--- config.mk ---
export PLATFORM = sky130hd
export DESIGN_NAME = icap_wb_loader
export DESIGN_NICKNAME = d
export VERILOG_FILES = /design/src/rtl/icap_wb_loader.sv
export SDC_FILE = /design/constraint.sdc
export NUM_CORES = 1
export LEC_CHECK = 0
export CAP_MARGIN = 30
export CORE_ASPECT_RATIO = 1.25
export CORE_UTILIZATION = 47
export CTS_CLUSTER_DIAMETER = 60
export DETAILED_ROUTE_END_ITERATION = 12
export PLACE_DENSITY = 0.9
export REMOVE_ABC_BUFFERS = 1
export SYNTH_ARGS = -nofsm -noshare
export SYNTH_HDL_FRONTEND = slang
export SYNTH_SLANG_ARGS = --single-unit
--- constraint.sdc ---
create_clock -name clk -period 2.35 [get_ports clk]
set_input_delay 0.47 -clock clk [delete_from_list [all_inputs] [get_ports clk]]
set_output_delay 0.47 -clock clk [all_outputs]
set_load 0.005 [all_outputs]
--- src/rtl/icap_wb_loader.sv ---
// Wishbone master that streams framed 36-bit FIFO words into the ICAP Wishbone slave,
// one single-beat write per word, with timeout, abort and a saturating acked-word count.
module icap_wb_loader #(
   parameter int TIMEOUT    = 255,
   parameter int SWAP_BYTES = 1,
   parameter int CNT_W      = 24
) (
   input  logic             clk,
   input  logic             reset,
   input  logic             start,
   input  logic             abort,
   input  logic [35:0]      data_i,
   input  logic             src_rdy_i,
   output logic             dst_rdy_o,
   output logic             cyc_o,
   output logic             stb_o,
   output logic             we_o,
   output logic [31:0]      dat_o,
   input  logic             ack_i,
   output logic             busy,
   output logic             done,
   output logic             error,
   output logic [CNT_W-1:0] word_count
);

   typedef enum logic [2:0] {
      IDLE,
      WAIT_SOF,
      WAIT_DATA,
      WB_WRITE,
      DONE,
      ERROR
   } state_t;

   localparam logic [15:0] TMR_LAST = 16'(TIMEOUT - 1);

   state_t      state;
   state_t      state_next;
   logic [31:0] word_q;
   logic        eof_q;
   logic [15:0] tmr;
   logic [31:0] swapped;
   logic        load_word;
   logic        clear_cnt;
   logic        inc_cnt;
   logic        unused_bits;

   assign unused_bits = &{1'b0, data_i[35:34]};

   assign swapped = (SWAP_BYTES != 0) ?
                    {data_i[7:0], data_i[15:8], data_i[23:16], data_i[31:24]} : data_i[31:0];

   // Next state and state-decoded outputs; abort overrides every transition.
   always_comb begin
      state_next = state;
      dst_rdy_o  = 1'b0;
      cyc_o      = 1'b0;
      stb_o      = 1'b0;
      we_o       = 1'b0;
      busy       = 1'b0;
      done       = 1'b0;
      error      = 1'b0;
      load_word  = 1'b0;
      clear_cnt  = 1'b0;
      inc_cnt    = 1'b0;
      case (state)
         IDLE: begin
            if (start) begin
               state_next = WAIT_SOF;
               clear_cnt  = 1'b1;
            end
         end
         WAIT_SOF: begin
            dst_rdy_o = 1'b1;
            busy      = 1'b1;
            if (src_rdy_i && data_i[32]) begin
               state_next = WB_WRITE;
               load_word  = 1'b1;
            end
         end
         WAIT_DATA: begin
            dst_rdy_o = 1'b1;
            busy      = 1'b1;
            if (src_rdy_i) begin
               state_next = WB_WRITE;
               load_word  = 1'b1;
            end
         end
         WB_WRITE: begin
            cyc_o = 1'b1;
            stb_o = 1'b1;
            we_o  = 1'b1;
            busy  = 1'b1;
            if (ack_i) begin
               state_next = eof_q ? DONE : WAIT_DATA;
               inc_cnt    = 1'b1;
            end else if (tmr == TMR_LAST) begin
               state_next = ERROR;
            end
         end
         DONE, ERROR: begin
            done  = (state == DONE);
            error = (state == ERROR);
            if (start) begin
               state_next = WAIT_SOF;
               clear_cnt  = 1'b1;
            end
         end
         default: state_next = IDLE;
      endcase
      if (abort) begin
         state_next = IDLE;
         load_word  = 1'b0;
         clear_cnt  = 1'b0;
         inc_cnt    = 1'b0;
      end
   end

   // Timer restarts on every entry to the write so each word gets the full TIMEOUT window.
   always_ff @(posedge clk) begin
      if (reset) begin
         state      <= IDLE;
         word_q     <= '0;
         eof_q      <= 1'b0;
         tmr        <= '0;
         word_count <= '0;
      end else begin
         state <= state_next;
         if (load_word) begin
            word_q <= swapped;
            eof_q  <= data_i[33];
            tmr    <= '0;
         end else if (state == WB_WRITE) begin
            tmr <= tmr + 16'd1;
         end
         if (clear_cnt) begin
            word_count <= '0;
         end else if (inc_cnt && (word_count != {CNT_W{1'b1}})) begin
            word_count <= word_count + 1'b1;
         end
      end
   end

   assign dat_o = word_q;

endmodule

* Word-level counts from Yosys, hierarchy flattened *
Index checks and enable logic that the tools add are counted.

cells by class
  $add $sub $neg = 2
  reduce and logical (&&, ||, !) cells = 11
  eq/ne operators = 11
  mux-type cells = 22

operators by type and width
  kind                                                                     number
  24-bit by 1-bit adder with 24-bit output (second input constant)         1
  24-bit != test (second input constant)                                   1
  3-bit 2-to-1 mux                                                         6
  16-bit by 1-bit adder with 16-bit output (second input constant)         1
  16-bit by 8-bit equality test with 1-bit output (second input constant)  1
  1-bit 2-to-1 mux                                                         14
  3-bit case mux with 4 select lines                                       1
  2-bit OR reduction                                                       5
  3-bit by 2-bit equality test with 1-bit output (second input constant)   2
  3-bit equality test (second input constant)                              2
  3-bit OR reduction                                                       2
  2-bit != test (second input constant)                                    2
  4-bit AND reduction                                                      1
  3-bit by 1-bit equality test with 1-bit output (second input constant)   1
  3-bit logical NOT                                                        1
  3-bit != test (second input constant)                                    1
  1-bit logical AND                                                        2
  2-bit by 1-bit != test with 1-bit output (second input constant)         1
  1-bit case mux with 2 select lines                                       1

word-level totals
  logic and storage cells = 51
  bits in registers = 76

* Longest topological paths before layout *
  word-level depth = 5
  gate-level depth with buffers = 7
  gate-level depth less buffers = 7

* Worst setup path after synthesis *
Ideal clock, no wire load.

  path kind = reg2reg
  start point = register word_count[0]
  end point = register word_count[7]
  arrival time = 1.778 ns
  setup slack = 0.502 ns
  clock period less this slack = 1.848 ns
  stages on the path, launching flop included = 7
  cells stage by stage = dfxtp_1 -> ha_1 -> and3_2 -> and4_4 -> a31o_4 -> or4_1 -> a21oi_1

on the way
  word-level cells in the longest chain between the ends = 2
  elaborated cells on any way between the ends = 3

RTL lines
  element                                                                                           line  source
  start: declaration                                                                                23    output logic [CNT_W-1:0] word_count
  start signal: assignment                                                                          139   word_count <= word_count + 1'b1;
  parallel branches: the longest is 2 deep, another holds 24-bit by 1-bit adder with 24-bit output  -

Parallel ways; which one is timed is not known.
A chain may end at the register's enable or synchronous reset.

* Final worst setup path *
  start point = register state[0]
  end point = output error

on the way
  word-level cells in the longest chain between the ends = 3
  elaborated cells on any way between the ends = 4

RTL lines
  element                                 line     source
  start: declaration                      37       state_t state;
  start signal: assignment                128      state <= state_next;
  3-bit equality test (on tied branches)  66, 103
  2-bit OR reduction                      66       case (state)
  1-bit 2-to-1 mux (*)                    66
  end: declaration                        22       output logic error,

Every way passes the cells marked *; elsewhere a longest branch is shown, timed or not.

==> implementation parameters <==
Parameter                              Value

Yosys
  Post-synth top area cell    dfxtp_1
  Warning count from the yosys run    0
  Top flip-flop cell by instance count after synthesis    dfxtp_1
  Post-synthesis instance area    between 0.003 and 0.004 mm2
  Share of the synthesized area in the top cell type    0.431
  Most frequently used cell type in the post-synthesis netlist    dfxtp_1
  Part of the Yosys area used for sequential elements    0.431
  Number of distinct library cells after synthesis    between 50 and 60
  Cells taking the most area after synthesis    dfxtp_1 (43%), mux2i_1 (10%), nor2_1 (7.3%), xor2_1 (3.2%), nand2_1 (2.7%)
  Count of mapped cells out of synthesis    approximately 370
  Leading cell types by count after synthesis    dfxtp_1 (76), nor2_1 (69), mux2i_1 (36)
  Async SR Flop Fraction    0
  Mapped Avg Cell Area    roughly 9.5 um2
  Number of flops mapped to enable cells by yosys    0
  Number of flip-flops and latches in the synthesized netlist    76

Cells and area
  Final core utilization    0.690
  Area used by multi-input combinational logic    ~0.0019 mm2
  Fill cells    roughly 510
  Share of cells above drive strength 1    0.116
  Area added between synthesis and finish    39.0%
  # nets final    522
  Area used by sequential logic in the layout    roughly 0.0015 mm2
  Antenna cells    0

Routing
  DRT Wirelength    8.31 mm
  Wire length per cell    approximately 15 um
  Length of the first detailed-routing pass in iterations    4
  Via count    just over 3000
  Post-route DRC violation count    0
  Mean number of vias per cell    5.39
  Antenna Violating Nets Remaining    0
  First-iteration detailed-routing DRC count    160

Floorplan
  Die Footprint    approximately 0.0079 mm2
  DIE HEIGHT    98.9 um
  Area of the core    0.00710 mm2
  Ports placed on the boundary    between 100 and 150
  Placement row count    34
  Die Width    79.5 um
  Initial Utilization    0.497

Timing
  Relative slew slack    0.591
  Number of setup violations in the final report    0
  Worst Max-Slew Pin Slew    between 0.6 and 0.7 ns
  RSZ-0062 raised after global routing    no
  Final setup margin    around 0.17 ns
  Final critical path time including I/O delays and setup    2.18 ns
  Hold Vio Cnt, Final    0
  Achievable Freq    0.458 GHz
  Post-route worst hold slack    roughly 0.5 ns
  Final sum of negative setup slack    0 ns
  Share of the clock period used by the worst path    0.929
  Post-Route Skew    about 0.0085 ns
  Max-slew violation count    0

Run status
  Run status    finished, final reports clean

GRT
  Pin count of the biggest net entering global routing    34
  Met1 track demand over resource    0.259
  Total routing usage reported by global routing    0.223
  Vias in the first global route    3092
  First-pass GRT wire length    13.9 mm
  Met2 Use GR    0.391
  Remaining Overflow, GRT    0
  Initial antenna violation count    0
  Global routing's busiest layer    met2
  Global-route met3 utilization    0.0426

Place
  Routability cong.    roughly 0.76
  Port buffer count    102
  Final HPWL from detailed placement    6.09 mm
  Worst slack after detailed placement    approximately 0.067 ns

Clock network
  Clock slew at reported path FFs    0.08 ns
  Clock latency of the later-clocked register in the worst-skew pair    between 0.3 and 0.4 ns
  Clock tree from TritonCTS    done
  Number of buffers added by the clock tree synthesis step    9
  Level count of the clock H-tree    3
  Sink Count    76
  Setup Buffers After CTS    0
  Clock tree buffer depth    2
  Root cell of the clock tree    clkbuf_8

Worst setup path
  CP endpoint kind    output pin
  Largest fanout on the critical path    8
  Crit path launch type    flip-flop
  Critical-path cell list    buf_4 -> inv_1 -> nor2_1 -> clkdlybuf4s50_1
  Crit path DAT    1.71 ns
  WS Path Type    reg2out
  Required arrival time at the worst endpoint    between 1.5 and 2 ns
  Number of buffers and inverters on the critical path    3
  CP top delay family    buffers and inverters
  Longest individual stage delay on the worst path    0.51 ns
  Register-to-Register Setup Slack    0.36 ns
  Slowest stage cell, crit path    clkdlybuf4s50_1

Job
  Max Cap Viol    0

Power and ir drop
  Pwr dens    546 mW/mm2
  Worst ir drop on vdd    0.000456 V
  Lkg Pwr    roughly 2.0 nW

Min path
  Worst hold path class    reg2reg
## sequential cells by signal, indices dropped and copies added, names as in the netlist
register and count:
dat_o 32, word_count 24, tmr 16, state 3, eof_q 1
## final cells by class
class | count | area share
inverter | 5 | 0.00485
multi-input combinational | 274 | 0.384
sequential | 76 | 0.310
tap | 90 | 0.0230
clock buffer | 10 | 0.0281
clock inverter | 6 | 0.0227
timing repair buffer | 111 | 0.227
## worst min-delay path, delay by kind of cell, from the launching register on
kind          cells  cell delay [ns]
mux               1             0.06
flops             1             0.33
simple gates      1             0.07
## final timing paths
| path | to | cells past startpoint | startpoint |
|---|---|---|---|
| worst max-delay path | error | 4 | state[0]$_SDFFE_PP0P_ |
| worst max register to register | word_count[20]$_SDFFE_PP0P_ | 6 | word_count[0]$_SDFFE_PP0P_ |
| worst min-delay path | eof_q$_SDFFE_PP0P_ | 2 | eof_q$_SDFFE_PP0P_ |
| worst min register to register | eof_q$_SDFFE_PP0P_ | 2 | eof_q$_SDFFE_PP0P_ |
## stage by stage
stage | instance area, um2 | power (mW) | cells
floorplan | 3420 | 1.37 | 355
global placement | 4650 | 1.49 | 556
detailed placement | 4650 | 1.49 | 556
CTS | 4900 | 2.70 | 572
global route | 4900 | 2.76 | 572
finish | 4900 | 2.68 | 572
## cell usage in the layout (no fill, tap or decap), drive strengths merged, types with 4 or more instances in the layout
master         count
mux2i             36
buf                9
nor3               6
a21oi             17
nor4               4
nand4             11
nand3             12
a31o               5
inv                4
nor2              69
or3               10
nand2             26
o21ai              9
and4               9
xnor2              8
xor2              13
clkdlybuf4s50    102
dfxtp             76
clkbuf            10
nand2b             7
## power breakdown
group / switching (mW) / internal [mW] / leakage (nW) / total, mW
Clock: 0.480 / 0.735 / 0.122 / 1.21
Combinational: 0.0637 / 0.0980 / 1.23 / 0.162
Sequential: 0.00593 / 1.29 / 0.613 / 1.30
Total: 0.549 / 2.13 / 1.96 / 2.68
## kinds of logic after synthesis
family / Yosys count / synth area share
mux: 36 / 0.102
compound gates: 47 / 0.107
buf+inv: 23 / 0.0369
fa+ha+maj: 3 / 0.0106
xor+xnor: 21 / 0.0521
flops: 76 / 0.431
simple gates: 167 / 0.260
## metal layers
layer / part of all wire / up-vias / routed length [um]
met1: 0.41 / 1466 / 3410
met3: 0.045 / 12 / 371
met2: 0.53 / 76 / 4400
met5: 0 / - / 0
li1: - / 1530 / -
met4: 0.017 / 0 / 138
## timing repair
action	in CTS	in global routing
gates resized for setup	0	1
hold buffers	0	0
endpoints found under the setup margin	0	3
No activity file was read; power rests on OpenSTA's default activity.
